**config.mk**
```make
export PLATFORM = sky130hd
export DESIGN_NAME = aes_cipher_iter
export DESIGN_NICKNAME = d
export VERILOG_FILES = /design/src/rtl/aes_cipher_iter.sv
export SDC_FILE = /design/constraint.sdc
export NUM_CORES = 2
export LEC_CHECK = 0
export CORE_AREA = 2 2 643 645
export CTS_BUF_LIST = sky130_fd_sc_hd__clkbuf_16
export DETAILED_ROUTE_END_ITERATION = 7
export DIE_AREA = 0 0 645 647
export HOLD_SLACK_MARGIN = 0.02
export PLACE_DENSITY = 0.38
export SLEW_MARGIN = 30
export SYNTH_ARGS = -nofsm -noshare
export SYNTH_HDL_FRONTEND = slang
export SYNTH_SLANG_ARGS = --single-unit
```
**constraint.sdc**
```tcl
create_clock -name clk -period 3.9 [get_ports clk]
set_clock_uncertainty 0.1 [all_clocks]
set_input_delay 0.975 -clock clk [delete_from_list [all_inputs] [get_ports clk]]
set_output_delay 0.975 -clock clk [all_outputs]
set_load 0.02 [all_outputs]
```
**src/rtl/aes_cipher_iter.sv**
```systemverilog
`default_nettype none
// ============================================================================
// Module   : aes_cipher_iter
// Purpose  : Iterative AES-128/192/256 forward cipher, one round per clock,
//            driven by an externally supplied expanded key schedule.
// Revision : 1.0 - initial release
// ============================================================================
module aes_cipher_iter #(
    parameter int nk = 4
) (
    input  logic                   clk,
    input  logic                   reset,
    input  logic                   start,
    input  logic [127:0]           state_in,
    input  logic [128*(nk+7)-1:0]  round_keys,
    output logic                   busy,
    output logic                   done,
    output logic [127:0]           state_out
);

    localparam int         c_NR   = nk + 6;
    localparam logic [3:0] c_NR_4 = 4'(c_NR);

    generate
        if (nk != 4 && nk != 6 && nk != 8) begin : g_bad_nk
            $error("aes_cipher_iter: nk must be 4, 6 or 8");
        end
    endgenerate

    // Forward S-box, byte b at bits [2047-8*b -: 8]
    localparam logic [2047:0] c_SBOX = {
        128'h637c777bf26b6fc53001672bfed7ab76,
        128'hca82c97dfa5947f0add4a2af9ca472c0,
        128'hb7fd9326363ff7cc34a5e5f171d83115,
        128'h04c723c31896059a071280e2eb27b275,
        128'h09832c1a1b6e5aa0523bd6b329e32f84,
        128'h53d100ed20fcb15b6acbbe394a4c58cf,
        128'hd0efaafb434d338545f9027f503c9fa8,
        128'h51a3408f929d38f5bcb6da2110fff3d2,
        128'hcd0c13ec5f974417c4a77e3d645d1973,
        128'h60814fdc222a908846eeb814de5e0bdb,
        128'he0323a0a4906245cc2d3ac629195e479,
        128'he7c8376d8dd54ea96c56f4ea657aae08,
        128'hba78252e1ca6b4c6e8dd741f4bbd8b8a,
        128'h703eb5664803f60e613557b986c11d9e,
        128'he1f8981169d98e949b1e87e9ce5528df,
        128'h8ca1890dbfe6426841992d0fb054bb16
    };

    typedef enum logic [0:0] {
        IDLE = 1'b0,
        RUN  = 1'b1
    } state_t;

    state_t         r_fsm;
    logic [3:0]     r_round;
    logic [127:0]   r_state;
    logic [127:0]   w_rk;
    logic [127:0]   w_sr;
    logic [127:0]   w_mc;

    function automatic logic [7:0] sbox(input logic [7:0] b);
        return c_SBOX[2047 - 8*int'(b) -: 8];
    endfunction

    function automatic logic [7:0] xtime(input logic [7:0] b);
        return {b[6:0], 1'b0} ^ (b[7] ? 8'h1b : 8'h00);
    endfunction

    // Byte k of the block lives at [127-8k -: 8]; row = k%4, column = k/4.
    function automatic logic [127:0] sub_shift(input logic [127:0] s);
        logic [127:0] o;
        o = '0;
        for (int c = 0; c < 4; c++) begin
            for (int r = 0; r < 4; r++) begin
                o[127 - 8*(4*c + r) -: 8] = sbox(s[127 - 8*(4*((c + r) % 4) + r) -: 8]);
            end
        end
        return o;
    endfunction

    function automatic logic [127:0] mix_columns(input logic [127:0] s);
        logic [127:0] o;
        logic [7:0]   a0, a1, a2, a3;
        o = '0;
        for (int c = 0; c < 4; c++) begin
            a0 = s[127 - 32*c -: 8];
            a1 = s[119 - 32*c -: 8];
            a2 = s[111 - 32*c -: 8];
            a3 = s[103 - 32*c -: 8];
            o[127 - 32*c -: 8] = xtime(a0) ^ xtime(a1) ^ a1 ^ a2 ^ a3;
            o[119 - 32*c -: 8] = a0 ^ xtime(a1) ^ xtime(a2) ^ a2 ^ a3;
            o[111 - 32*c -: 8] = a0 ^ a1 ^ xtime(a2) ^ xtime(a3) ^ a3;
            o[103 - 32*c -: 8] = xtime(a0) ^ a0 ^ a1 ^ a2 ^ xtime(a3);
        end
        return o;
    endfunction

    always_comb begin
        w_rk = '0;
        for (int i = 0; i <= c_NR; i++) begin
            if (r_round == 4'(i)) begin
                w_rk = round_keys[128*i +: 128];
            end
        end
    end

    assign w_sr = sub_shift(r_state);
    assign w_mc = mix_columns(w_sr);

    always_ff @(posedge clk) begin
        if (reset) begin
            r_fsm     <= IDLE;
            r_round   <= 4'd0;
            r_state   <= '0;
            busy      <= 1'b0;
            done      <= 1'b0;
            state_out <= '0;
        end else begin
            case (r_fsm)
                IDLE: begin
                    done <= 1'b0;
                    if (start) begin
                        r_state <= state_in ^ round_keys[127:0];
                        r_round <= 4'd1;
                        busy    <= 1'b1;
                        r_fsm   <= RUN;
                    end
                end
                RUN: begin
                    if (r_round == c_NR_4) begin
                        state_out <= w_sr ^ w_rk;
                        done      <= 1'b1;
                        busy      <= 1'b0;
                        r_round   <= 4'd0;
                        r_fsm     <= IDLE;
                    end else begin
                        r_state <= w_mc ^ w_rk;
                        r_round <= r_round + 4'd1;
                    end
                end
                default: r_fsm <= IDLE;
            endcase
        end
    end

endmodule
`default_nettype wire

```
After elaboration in Yosys (flattened, before gate mapping)
Cells that the tools add are included.
{ "word_totals": {"out_inout_bits": 130, "wordCells": 181, "inputBits": 1539, "ff_bits": 263} }
{ "op_classes": {"bitwise": 84, "add_sub_neg": 17, "n_shift": 16, "reduce_logical": 4, "mux": 41, "eq_ne": 13} }
{ "op_table": {"columns": ["op", "n"], "rows": [
  ["2055-bit by 12-bit indexed part select with 8-bit output, first input constant", 16],
  ["128-bit 2-to-1 mux", 13],
  ["8-bit bitwise XOR", 64],
  ["128-bit bitwise XOR", 3],
  ["128-bit case mux with 2 select lines", 1],
  ["11-bit by 11-bit subtractor with 12-bit output, first input constant", 16],
  ["8-bit by 5-bit bitwise XOR with 8-bit output", 16],
  ["5-bit 2-to-1 mux", 16],
  ["4-bit by 3-bit == test with 1-bit output, second input constant", 4],
  ["4-bit == test, second input constant", 3],
  ["4-bit by 2-bit == test with 1-bit output, second input constant", 2],
  ["4-bit 2-to-1 mux", 2],
  ["4-bit case mux with 2 select lines", 1],
  ["1-bit case mux with 2 select lines", 3],
  ["2-bit AND reduction", 3],
  ["1-bit 2-to-1 mux", 5],
  ["4-bit by 1-bit adder with 4-bit output, second input constant", 1],
  ["4-bit by 1-bit == test with 1-bit output, second input constant", 1],
  ["4-bit zero test", 1],
  ["2-bit != test, second input constant", 2],
  ["2-bit by 1-bit != test with 1-bit output, second input constant", 1],
  ["1-bit NOT", 1]
]} }

Logic depth before layout (Yosys ltp)
{ "depth": {"word_depth": 15, "mapped_depth": 16, "depth_no_buf": 14} }

Worst setup path before layout
OpenSTA, ideal clock, no wires.
{ "synth_timing": {"path_type": "register to register", "start": "register r_state[8]", "end": "register r_state[83]", "n_path_buf": 3, "period_less_slack_ns": 4.282, "required_time_ns": 3.697, "slack_ns": -0.382, "setup_ns": 0.103, "path_stages_with_launch": 16, "arrival_ns": 4.079, "cell_sequence": "dfxtp_1 clkbuf_1 inv_1 clkbuf_1 ha_1 clkbuf_1 nor2b_1 nor2_1 mux4_2 o2111ai_1 o21ai_0 mux2_2 xnor2_1 xnor3_1 xnor2_1 a2111oi_2"} }
{ "synth_via": {"elab_chain_len": 10} }
{ "synth_rtl": {"columns": ["element", "line", "text"], "rows": [
  ["start: declaration", "57", "logic [127:0] r_state;"],
  ["start signal: assignment", "124", "r_state <= state_in ^ round_keys[127:0];"],
  ["start signal: assignment", "138", "r_state <= w_mc ^ w_rk;"],
  ["11-bit by 11-bit subtractor with 12-bit output *", "63", "return c_SBOX[2047 - 8*int'(b) -: 8];"],
  ["2055-bit by 12-bit indexed part select with 8-bit output *", "63", null],
  ["5-bit 2-to-1 mux", "67", "return {b[6:0], 1'b0} ^ (b[7] ? 8'h1b : 8'h00);"],
  ["8-bit by 5-bit bitwise XOR with 8-bit output", "67", null],
  ["8-bit bitwise XOR", "92", "o[119 - 32*c -: 8] = a0 ^ xtime(a1) ^ xtime(a2) ^ a2 ^ a3;"],
  ["8-bit bitwise XOR * (2 in a row)", "92", null],
  ["128-bit bitwise XOR *", "138", null],
  ["128-bit 2-to-1 mux *", "131", "if (r_round == c_NR_4) begin"],
  ["128-bit case mux with 2 select lines *", "120", "case (r_fsm)"]
]} }
Mark *: on every way between the ends. The rest lies on a longest branch, timed or not. The select of a mux whose other input is x is not followed.
A chain may end at the register's enable or synchronous reset.

Final worst setup path
{ "layout_timing": {"start": "register r_state[9]", "end": "register r_state[83]"} }
The elaborated chain is that of the path after synthesis.

==> results by group <==
Power
  – Switching power: 99.8 mW
  – Logic pwr share: between 90% and 100%
  – Net Sw Frac: a little over half
  – Internal: 84.6 mW
  – PwrDens: 1290 nW/um^2
  – Worst vdd ir: 1490 uV
  – Power share of the clock group: under 10%
  – Sequential share of power: between 2 and 3%
  – Leak Pwr: around 55 nW

Worst hold path
  – Worst hold path type: reg2reg
  – WHS Path Cells: 2
  – Hold_sp: state_out[28]$_SDFFE_PP0P_
  – Min-Delay Endpoint: state_out[28]$_SDFFE_PP0P_

Cells and area
  – Fillers: 44500
  – Final Instance Area: between 100000 and 150000 sq um
  – Most common cell after layout, fill and taps aside: buf_4
  – Most frequent cells in the layout: buf_4, clkdlybuf4s50_1, nand2_1
  – Fin util: around a third
  – Ratio of cells with drive above 1 in the final layout: 34.6%
  – P&R area growth vs syn: 78.0%
  – Nets: 18100

CTS
  – Worst-path clk slew: about 0.06 ns
  – H-tree depth: 2
  – Clk sinks: around 260
  – Hold Buf Count CTS: 0
  – Clock root cell: clkbuf_16
  – Clk buf depth: 3
  – Num CTS Buffers: 47
  – CTS tree: done
  – Worst skew pair latency: approximately 0.81 ns

STA
  – Relative slew slack: 28.0%
  – Max Slew Vio Count: 0
  – Final worst path period need: between 4 and 5 ns
  – Final Hold Viols: 0
  – Final period utilization: 103%
  – RSZ-0062 raised after global routing: true
  – Final number of setup-violating endpoints: 19
  – Actual slew at the worst max-slew pin: approximately 1.1 ns
  – Max Freq: between 0.2 and 0.25 GHz
  – Setup WS post-layout: -0.127 ns

Yosys
  – Number of synthesized register bits: around 260
  – Synthesized area per cell: ~6.8 sq um
  – Dominant cells by area after synthesis: dfxtp_1, mux4_2, a21oi_1
  – Cells after Synth: around 12000
  – Seq/Total Area, Yosys: under 10%
  – Asr flop ratio synth: 0%
  – Post-synth EDFFs: 0
  – Yosys warning count: 0
  – Syn nets: ~14000
  – Cell accounting for the most synthesized area: dfxtp_1
  – Area of the mapped netlist: about 80000 sq um
  – Unique masters post-synth: 133
  – Synth top area share: around 6.5%
  – Synth Flop Type: dfxtp_1

Critical path
  – Max incr delay on CP: approximately 0.59 ns
  – CP delay by family, top: XOR/XNOR gates
  – Required @ worst endpoint: roughly 4.5 ns
  – Register-to-Register Path Depth: 15
  – Critical path arrival: 4.61 ns
  – Worst R2R Setup Slack: -0.13 ns
  – Cell Chain, Critical Path: buf_12, buf_6, nor2b_1, buf_4, nor2_1, o211ai_1, o21ai_1, buf_4, a21oi_1, mux4_2, xnor2_4, buf_6, xnor3_2, xnor2_4, a2111oi_4
  – CP Buf/Inv Count: 5
  – Critical Path End Type: flip-flop
  – Reg2reg end: r_state[83]$_SDFFE_PP0P_
  – Startpoint types: flip-flop
  – Cell at the slowest stage of the critical path: mux4_2
  – Setup Crit Path Kind: reg2reg
  – Maximum fanout along the worst path: 16
  – Reg2reg start: r_state[9]$_SDFFE_PP0P_
  – Crit. Startpoint: r_state[9]$_SDFFE_PP0P_

Die
  – Io pins: around 1700
  – Initial Utilization: between 10% and 20%
  – Die H: 647 microns
  – Core Box Area: about 410000 sq um
  – Die footprint: approximately 420000 sq um
  – Rows: approximately 240
  – Die X: about 650 microns

Placed design
  – Placed inst area: 133000 sq um
  – Pre-CTS WS: -1.26 ns
  – Final HPWL DP: roughly 850 mm
  – Port bufs: 1668
  – Placer Congestion: approximately 1.1

Detailed routing
  – DR iter-0 viols: roughly 19000
  – Post-route ant nets: 0
  – WL final: roughly 1000 mm
  – Wire per inst: approximately 45 microns
  – Residual DRC: 0
  – First drt pass iteration count: 7
  – Vias per std cell: roughly 5.9
  – Routed via count: around 130k

Global route
  – First-pass GRT wire length: about 1300 mm
  – Largest net degree at the start of global routing: 107
  – Vias in the first global route: between 100k and 150k
  – Antenna violations before repair: ~420
  – Global-route usage over all layers: a little under half
  – Grt ovf: 0

Flow run
  – Max-capacitance violation count: 0

Status
  – Failing checks: negative setup slack
  – Outcome: complete, but fails checks
[cell usage after synthesis (46+ instances only)]
cell type and n:
nor2b_1 301, buf_2 444, a211oi_1 298, clkbuf_1 691, a21o_1 65, a2111oi_0 53
o31ai_1 92, o22ai_1 112, mux2_2 48, nor2_1 866, or3_1 74, nand3_1 365
and3_1 91, a221o_1 46, o221ai_1 129, nand2_1 1032, a21oi_1 976, xor2_1 220
a31oi_1 286, or2_2 71, a22oi_1 391, xnor2_1 545, buf_4 100, a221oi_1 176
nand2b_1 352, ha_1 232, and2_1 85, o211ai_1 170, a211o_1 68, dfxtp_1 263
inv_1 127, mux2i_1 109, o311ai_0 126, buf_1 130, o21ai_0 915, o21a_1 55
nor3_1 357, mux4_2 229, a311oi_1 157, nand4_1 80
[logic make-up (layout without fill, tap and decap cells)]
logic type	count (synthesis)	in the layout	share of synthesized area, %
compound gates	4631	4631	39.3
xor+xnor	819	819	9.73
other cells	0	320	0
flops	263	263	6.54
fa+ha+maj	239	239	3.69
buf+inv	1570	6121	8.73
mux	390	390	8.52
simple gates	3884	3885	23.5
[power by group through the flow]
stage                     clock network (mW)  registers, mW  logic, mW
after floorplan                            0           3.81       65.0
after detailed placement                   0           4.73        151
final                                   4.62           4.86        175
after global placement                     0           4.74        153
after CTS                               4.66           4.72        163
after global routing                    4.69           4.83        178
[per-layer routing]
metal / routed length, microns / global-route usage [%] / vias to the layer above
li1: - / - / 54200
met1: 393000 / 56.9 / 65800
met2: 399000 / 63.6 / 8468
met3: 116000 / 15.6 / 1868
met4: 87200 / 34.2 / 190
met5: 1310 / 0 / -
[worst register-to-register path: stages (launching register included)]
cell and delay, ns:
dfxtp_4 0.38, buf_12 0.16, buf_6 0.22, nor2b_1 0.16
buf_4 0.18, nor2_1 0.29, o211ai_1 0.13, o21ai_1 0.09
buf_4 0.16, a21oi_1 0.07, mux4_2 0.59, xnor2_4 0.26
buf_6 0.17, xnor3_2 0.47, xnor2_4 0.21, a2111oi_4 0.31
[per-stage QoR]
| stage | power, mW | hold WS (ns) | std cells | setup TNS [ns] |
|---|---|---|---|---|
| finish | 184 | 0.349 | 22100 | -0.896 |
| global route | 188 | 0.372 | 22000 | -1.17 |
| CTS | 173 | 0.350 | 21800 | -0.414 |
| detailed placement | 155 | 0.343 | 21600 | -35.83 |
| global placement | 158 | 0.340 | 21600 | -45.61 |
| floorplan | 68.8 | 0.430 | 11800 | -0.0472 |
[sequential cells by signal (all words and copies together) (netlist names)]
signal / flops
busy: 1
done: 1
r_fsm: 1
state_out: 128
r_state: 128
r_round: 4
[how the worst max path moves through the flow]
| stage | endpoint | slack [ns] | cells after the start |
|---|---|---|---|
| after floorplan | r_state[83]$_SDFFE_PP0P_ | -0.05 | 15 |
| after global placement | r_state[4]$_SDFFE_PP0P_ | -1.31 | 10 |
| after detailed placement | r_state[4]$_SDFFE_PP0P_ | -1.26 | 10 |
| after CTS | r_state[81]$_SDFFE_PP0P_ | -0.1 | 17 |
| after global routing | r_state[33]$_SDFFE_PP0P_ | -0.10 | 13 |
| final | r_state[83]$_SDFFE_PP0P_ | -0.13 | 15 |
[final cells by class]
class | count | area (sq um) | share of cell area, %
Multi-Input combinational cell | 9964 | 73900 | 51.6
Timing Repair Buffer | 5857 | 53900 | 37.7
Tap cell | 5474 | 6850 | 4.78
Sequential cell | 263 | 5480 | 3.83
Clock buffer | 51 | 1280 | 0.891
Antenna cell | 320 | 801 | 0.559
Inverter | 178 | 718 | 0.501
Clock inverter | 35 | 274 | 0.191
[repair_timing]
action,in CTS,in global routing
gates resized for setup,689,659
endpoints found under the setup margin,132,126
buffers inserted,78,74
pin swaps,122,192
cloned,1,4
Note: power is estimated with default switching activity, not from simulation.
